**config.mk**
```make
export PLATFORM = sky130hd
export DESIGN_NAME = axi_boot_loader
export DESIGN_NICKNAME = d
export VERILOG_FILES = /design/src/rtl/axi_boot_loader.sv
export SDC_FILE = /design/constraint.sdc
export NUM_CORES = 1
export LEC_CHECK = 0
export ABC_AREA = 0
export BUFFER_PORTS_ARGS = -buffer_cell sky130_fd_sc_hd__buf_2
export CORE_MARGIN = 5
export CORE_UTILIZATION = 30
export DETAILED_ROUTE_END_ITERATION = 8
export GPL_TIMING_DRIVEN = 1
export SETUP_SLACK_MARGIN = 0.02
export SLEW_MARGIN = 25
export SYNTH_ARGS = -nofsm -noshare
export SYNTH_HDL_FRONTEND = slang
export SYNTH_SLANG_ARGS = --single-unit
```
**constraint.sdc**
```tcl
create_clock -name clk -period 2.6 [get_ports clk]
set_input_delay 0 -clock clk [delete_from_list [all_inputs] [get_ports clk]]
set_output_delay 0 -clock clk [all_outputs]
set_load 0.1 [all_outputs]
```
**src/rtl/axi_boot_loader.sv**
```systemverilog
// UART-fed boot loader: receives a framed image byte stream, writes each
// 32-bit word to memory over an AXI write channel, verifies an 8-bit sum,
// and releases the CPU reset once the image is fully written and checked.
module axi_boot_loader #(
  parameter logic [31:0] LOAD_BASE = 32'h00000000,
  parameter int          MAX_WORDS = 16384,
  parameter logic [7:0]  SYNC_BYTE = 8'hB0
) (
  input  logic        clk,
  input  logic        reset,
  input  logic        rx_valid,
  input  logic [7:0]  rx_data,
  output logic        mem_axi_awvalid,
  input  logic        mem_axi_awready,
  output logic [31:0] mem_axi_awaddr,
  output logic [2:0]  mem_axi_awprot,
  output logic        mem_axi_wvalid,
  input  logic        mem_axi_wready,
  output logic [31:0] mem_axi_wdata,
  output logic [3:0]  mem_axi_wstrb,
  input  logic        mem_axi_bvalid,
  output logic        mem_axi_bready,
  output logic        cpu_resetn,
  output logic        done,
  output logic        error
);

  typedef enum logic [2:0] {
    IDLE, CNT_LO, CNT_HI, DATA, CSUM, FLUSH, DONE, ERROR
  } rx_state_t;

  typedef enum logic [1:0] {
    W_IDLE, W_XFER, W_RESP
  } wr_state_t;

  // Word count limit widened by one bit so a 16-bit count compares cleanly.
  localparam logic [16:0] MAX_WORDS_C = 17'(MAX_WORDS);

  // Running modulo-256 frame checksum.
  function automatic logic [7:0] csum_add(input logic [7:0] sum, input logic [7:0] b);
    return sum + b;
  endfunction

  // Receive side state
  rx_state_t   rx_state_r, rx_state_s;
  logic [7:0]  csum_r, csum_s;
  logic [15:0] cnt_r, cnt_s;
  logic [15:0] idx_r, idx_s;
  logic [1:0]  lane_r, lane_s;
  logic [31:0] asm_r, asm_s;
  logic [15:0] n_s;
  logic        push_s;

  // Write engine state
  wr_state_t   wr_state_r, wr_state_s;
  logic        awvalid_r, awvalid_s;
  logic        wvalid_r, wvalid_s;
  logic        bready_r, bready_s;
  logic [31:0] awaddr_r, awaddr_s;
  logic [31:0] wdata_r, wdata_s;

  // Status outputs
  logic        cpu_resetn_r, done_r, error_r;

  // Frame parser: byte-driven next state, checksum, count and word assembly.
  always_comb begin
    rx_state_s = rx_state_r;
    csum_s     = csum_r;
    cnt_s      = cnt_r;
    idx_s      = idx_r;
    lane_s     = lane_r;
    asm_s      = asm_r;
    push_s     = 1'b0;
    n_s        = {rx_data, cnt_r[7:0]};
    case (rx_state_r)
      IDLE: begin
        if (rx_valid && (rx_data == SYNC_BYTE)) begin
          csum_s     = 8'h00;
          idx_s      = 16'h0000;
          lane_s     = 2'b00;
          rx_state_s = CNT_LO;
        end else begin
          rx_state_s = IDLE;
        end
      end
      CNT_LO: begin
        if (rx_valid) begin
          cnt_s[7:0] = rx_data;
          csum_s     = csum_add(csum_r, rx_data);
          rx_state_s = CNT_HI;
        end else begin
          rx_state_s = CNT_LO;
        end
      end
      CNT_HI: begin
        if (rx_valid) begin
          cnt_s  = n_s;
          csum_s = csum_add(csum_r, rx_data);
          if ({1'b0, n_s} > MAX_WORDS_C) begin
            rx_state_s = ERROR;
          end else if (n_s == 16'h0000) begin
            rx_state_s = CSUM;
          end else begin
            rx_state_s = DATA;
          end
        end else begin
          rx_state_s = CNT_HI;
        end
      end
      DATA: begin
        if (rx_valid) begin
          asm_s[{lane_r, 3'b000} +: 8] = rx_data;
          csum_s = csum_add(csum_r, rx_data);
          lane_s = lane_r + 2'b01;
          if (lane_r == 2'b11) begin
            // A finished word with the engine still busy means data is lost.
            if (wr_state_r != W_IDLE) begin
              rx_state_s = ERROR;
            end else begin
              push_s = 1'b1;
              idx_s  = idx_r + 16'h0001;
              if (idx_r == (cnt_r - 16'h0001)) begin
                rx_state_s = CSUM;
              end else begin
                rx_state_s = DATA;
              end
            end
          end else begin
            rx_state_s = DATA;
          end
        end else begin
          rx_state_s = DATA;
        end
      end
      CSUM: begin
        if (rx_valid) begin
          if (rx_data != csum_r) begin
            rx_state_s = ERROR;
          end else begin
            rx_state_s = FLUSH;
          end
        end else begin
          rx_state_s = CSUM;
        end
      end
      FLUSH: begin
        // Release the CPU only after the last write has been acknowledged.
        if (wr_state_r == W_IDLE) begin
          rx_state_s = DONE;
        end else begin
          rx_state_s = FLUSH;
        end
      end
      DONE:    rx_state_s = DONE;
      ERROR:   rx_state_s = ERROR;
      default: rx_state_s = IDLE;
    endcase
  end

  // AXI write engine: issue AW/W together, drop each on its handshake, await B.
  always_comb begin
    wr_state_s = wr_state_r;
    awvalid_s  = awvalid_r;
    wvalid_s   = wvalid_r;
    bready_s   = bready_r;
    awaddr_s   = awaddr_r;
    wdata_s    = wdata_r;
    case (wr_state_r)
      W_IDLE: begin
        if (push_s) begin
          awaddr_s   = LOAD_BASE + {14'd0, idx_r, 2'b00};
          wdata_s    = asm_s;
          awvalid_s  = 1'b1;
          wvalid_s   = 1'b1;
          wr_state_s = W_XFER;
        end else begin
          wr_state_s = W_IDLE;
        end
      end
      W_XFER: begin
        awvalid_s = awvalid_r && !mem_axi_awready;
        wvalid_s  = wvalid_r && !mem_axi_wready;
        if (!awvalid_s && !wvalid_s) begin
          bready_s   = 1'b1;
          wr_state_s = W_RESP;
        end else begin
          wr_state_s = W_XFER;
        end
      end
      W_RESP: begin
        if (mem_axi_bvalid) begin
          bready_s   = 1'b0;
          wr_state_s = W_IDLE;
        end else begin
          wr_state_s = W_RESP;
        end
      end
      default: begin
        awvalid_s  = 1'b0;
        wvalid_s   = 1'b0;
        bready_s   = 1'b0;
        wr_state_s = W_IDLE;
      end
    endcase
  end

  // State registers; reset abandons any frame or transaction in progress.
  always_ff @(posedge clk) begin
    if (reset) begin
      rx_state_r   <= IDLE;
      csum_r       <= 8'h00;
      cnt_r        <= 16'h0000;
      idx_r        <= 16'h0000;
      lane_r       <= 2'b00;
      asm_r        <= 32'h0000_0000;
      wr_state_r   <= W_IDLE;
      awvalid_r    <= 1'b0;
      wvalid_r     <= 1'b0;
      bready_r     <= 1'b0;
      awaddr_r     <= 32'h0000_0000;
      wdata_r      <= 32'h0000_0000;
      cpu_resetn_r <= 1'b0;
      done_r       <= 1'b0;
      error_r      <= 1'b0;
    end else begin
      rx_state_r   <= rx_state_s;
      csum_r       <= csum_s;
      cnt_r        <= cnt_s;
      idx_r        <= idx_s;
      lane_r       <= lane_s;
      asm_r        <= asm_s;
      wr_state_r   <= wr_state_s;
      awvalid_r    <= awvalid_s;
      wvalid_r     <= wvalid_s;
      bready_r     <= bready_s;
      awaddr_r     <= awaddr_s;
      wdata_r      <= wdata_s;
      cpu_resetn_r <= (rx_state_s == DONE);
      done_r       <= (rx_state_s == DONE);
      error_r      <= (rx_state_s == ERROR);
    end
  end

  assign mem_axi_awvalid = awvalid_r;
  assign mem_axi_awaddr  = awaddr_r;
  assign mem_axi_awprot  = 3'b000;
  assign mem_axi_wvalid  = wvalid_r;
  assign mem_axi_wdata   = wdata_r;
  assign mem_axi_wstrb   = 4'b1111;
  assign mem_axi_bready  = bready_r;
  assign cpu_resetn      = cpu_resetn_r;
  assign done            = done_r;
  assign error           = error_r;

endmodule

```
==> results.md <==
* Category of the worst setup path capture point: register
* Clock slew seen by the registers of the worst setup and hold paths at 0.06 ns
* Root cell of the clock tree: clkbuf_16
* Most common cell after layout, fill and taps aside: dfxtp_1
* Die Height at 153 um
* Setup Skew at 0.00774 ns
* Power per cell area at 607 nW/um^2
* Detail-routed net length per standard cell at 14.8 um
* Core ar. at 20,200 um^2
* Overall power of the completed layout at 4.62 mW
* Count of distinct cell types in the synthesized netlist at 62
* Final setup fails at 0
* Final worst path period share at 97.7%
* Fraction of the yosys area taken by sequential cells at 42.8%
* Number of sinks driven by the clock tree at 132
* Post-layout utilization of the core at 37.6%
* Clock insertion delay at the later pin of the skew report at 0.42 ns
* WS Path Type: reg2reg
* Total negative setup slack at 0 ns
* Path class of the lowest-slack min-delay path: in2reg
* Final WL at 16.8 mm
* Antenna violations before repair at 0
* Commonest cells after routing, fill and taps aside: dfxtp_1, nor2_1, a21oi_1, nand2_1, buf_2
* Antenna-violating nets left at 0
* Slew margin rel. at 64.3%
* Number of violations reported at the end of detailed-routing iteration 0 at 289
* Post-synthesis average cell area at 8.12 um^2
* Overall die width at 153 um
* ANT cells at 0
* Final estimated routing congestion in global placement at 0.873
* Total of warnings raised by yosys at 0
* Total of flip-flops plus latches after synthesis at 132
* Mapped Area at 6170 um^2
* Final Hold Viols at 0
* Peak supply drop at 463 uV
* First-pass GRT wire length at 26.6 mm
* Worst Tran Pin Value at 0.536 ns
* Initial Utilization at 30.5%
* Via count normalized by instance count at 4.81
* H-tree level count at 4
* Longest Clk Path Bufs at 2
* Required time worst endpoint at 2.95 ns
* Drt first pass iters at 5
* Site row count at 52
* Maximum Capacitance Violations at 0
* Final Slew Violations at 0
* Worst-path fanout max at 6
* Async SR Flop Fraction at 0%
* Via count at 5,467
* Run status: finished clean
* Total congestion overflow after global routing at 0
* CTS Buf Count at 17
* Io pins at 91
* Clock tree from TritonCTS: built
* Data arrival time of the critical path at 2.89 ns
* Synthesis-to-layout area growth at 23.4%
* Layout net count at 884
* Fraction of final layout cells with drive strength greater than 1 at 17.8%
* Leading register cell type out of synthesis: dfxtp_1
* Peak clock frequency supported by timing at 394 MHz
* Static Leak at 3.09 nW
* EDFF count, synth at 0
* # port buffers at 67
* Post-detail-place hpwl at 11.5 mm
* Startpoint Class: register
* Number of instances in the synthesized netlist at 760
* Die footprint at 23,500 um^2
* Largest net degree at the start of global routing at 54
* Post-layout minimum cycle time at 2.54 ns
* DR DRC count at 0
* Total GRT Usage at 13.9%
* Via count of the first global-routing pass at 5,059
flip-flops by register name, summed over array words and instances, names as in the netlist:
signal,cells
idx_r,16
error,1
mem_axi_bready,1
rx_state_r,3
mem_axi_awvalid,1
csum_r,8
mem_axi_wdata,32
mem_axi_awaddr,16
lane_r,2
done,1
cnt_r,16
asm_r,32
wr_state_r,2
mem_axi_wvalid,1
cell families (layout without fill, tap and decap cells):
family	count (synthesis)	after routing	synth area share, %
other cells	2	23	0.122
mux	8	8	1.32
flops	132	132	42.8
xor+xnor	31	31	4.40
fa+ha+maj	16	16	3.37
simple gates	311	311	23.9
compound gates	173	173	17.2
buf+inv	87	173	6.90
where the power goes:
group	leakage (nW)	switching, mW	total, mW	internal [mW]
sequential	1.06	0.000170	2.02	2.02
clock	0.282	0.933	2.33	1.40
combinational	1.75	0.229	0.267	0.0378
total	3.09	1.16	4.62	3.46
final timing paths:
check        slack, ns                      startpoint  cells past startpoint                              to
min               0.03                      rx_data[2]                      4          cnt_r[10]$_SDFFE_PP0P_
min reg2reg       0.45  mem_axi_awaddr[6]$_SDFFE_PP0P_                      2  mem_axi_awaddr[6]$_SDFFE_PP0P_
max reg2reg       0.06        rx_state_r[2]$_SDFF_PP0_                      6          idx_r[13]$_SDFFE_PP0P_
max               0.06        rx_state_r[2]$_SDFF_PP0_                      6          idx_r[13]$_SDFFE_PP0P_
worst max-delay path, stage by stage (launching register included):
cell and delay (ns):
dfxtp_1 0.31, or4b_1 0.53, or4_4 0.47, a2111o_1 0.46, nand2b_4 0.19, or3_1 0.38, a21oi_2 0.14
cell type report:
cell class	count	area, um^2
fillers	2097	12600
multi-input cells	562	3210
flip-flops and latches	132	2640
repair buffers	115	747
clock buffers	22	474
well taps	270	338
clock inverters	10	98.8
inverters	26	97.6
Yosys cell counts (6+ instances only):
cell type / n / area (um^2)
ha_1: 15 / 188
dfxtp_1: 132 / 2640
and3_1: 37 / 231
nand4_1: 9 / 56.3
a211oi_1: 32 / 240
a21oi_1: 87 / 435
clkbuf_1: 29 / 109
buf_2: 7 / 35.0
nor2_1: 120 / 450
xor2_1: 9 / 78.8
inv_1: 26 / 97.6
o21ai_0: 20 / 100
a31oi_1: 6 / 37.5
mux2i_1: 7 / 70.1
nor3_1: 16 / 80.1
nand3_1: 13 / 65.1
xnor2_1: 22 / 193
buf_4: 24 / 180
nand2_1: 75 / 282
or3_1: 7 / 43.8
layer usage:
layer / global-route usage (%) / vias up / part of all wire (%)
met5: 0 / - / 0
li1: - / 2782 / -
met3: 3.87 / 17 / 4.8
met4: 4.71 / 0 / 1.4
met1: 19.7 / 2541 / 50
met2: 20.4 / 127 / 44
timing repair:
item / in CTS / in global routing
hold buffers: 6 / 0
cloned: 0 / 1
endpoints found under the hold margin: 22 / 0
gates resized for setup: 2 / 8
pin swaps: 1 / 6
setup buffers: 0 / 4
setup endpoints to repair: 3 / 50
metrics by stage:
step | cells | area, um^2 | hold slack, ns | setup slack [ns]
final | 1137 | 7610 | 0.0262 | 0.0603
after CTS | 1132 | 7530 | 0.0110 | 0.0194
after detailed placement | 1094 | 6890 | 0.283 | 0.0148
after global placement | 1094 | 6890 | 0.279 | 0.0181
after floorplan | 781 | 6250 | 0.136 | 0.165
after global routing | 1137 | 7610 | 0.0338 | -0.00952
No activity file was read; power rests on OpenSTA's default activity.
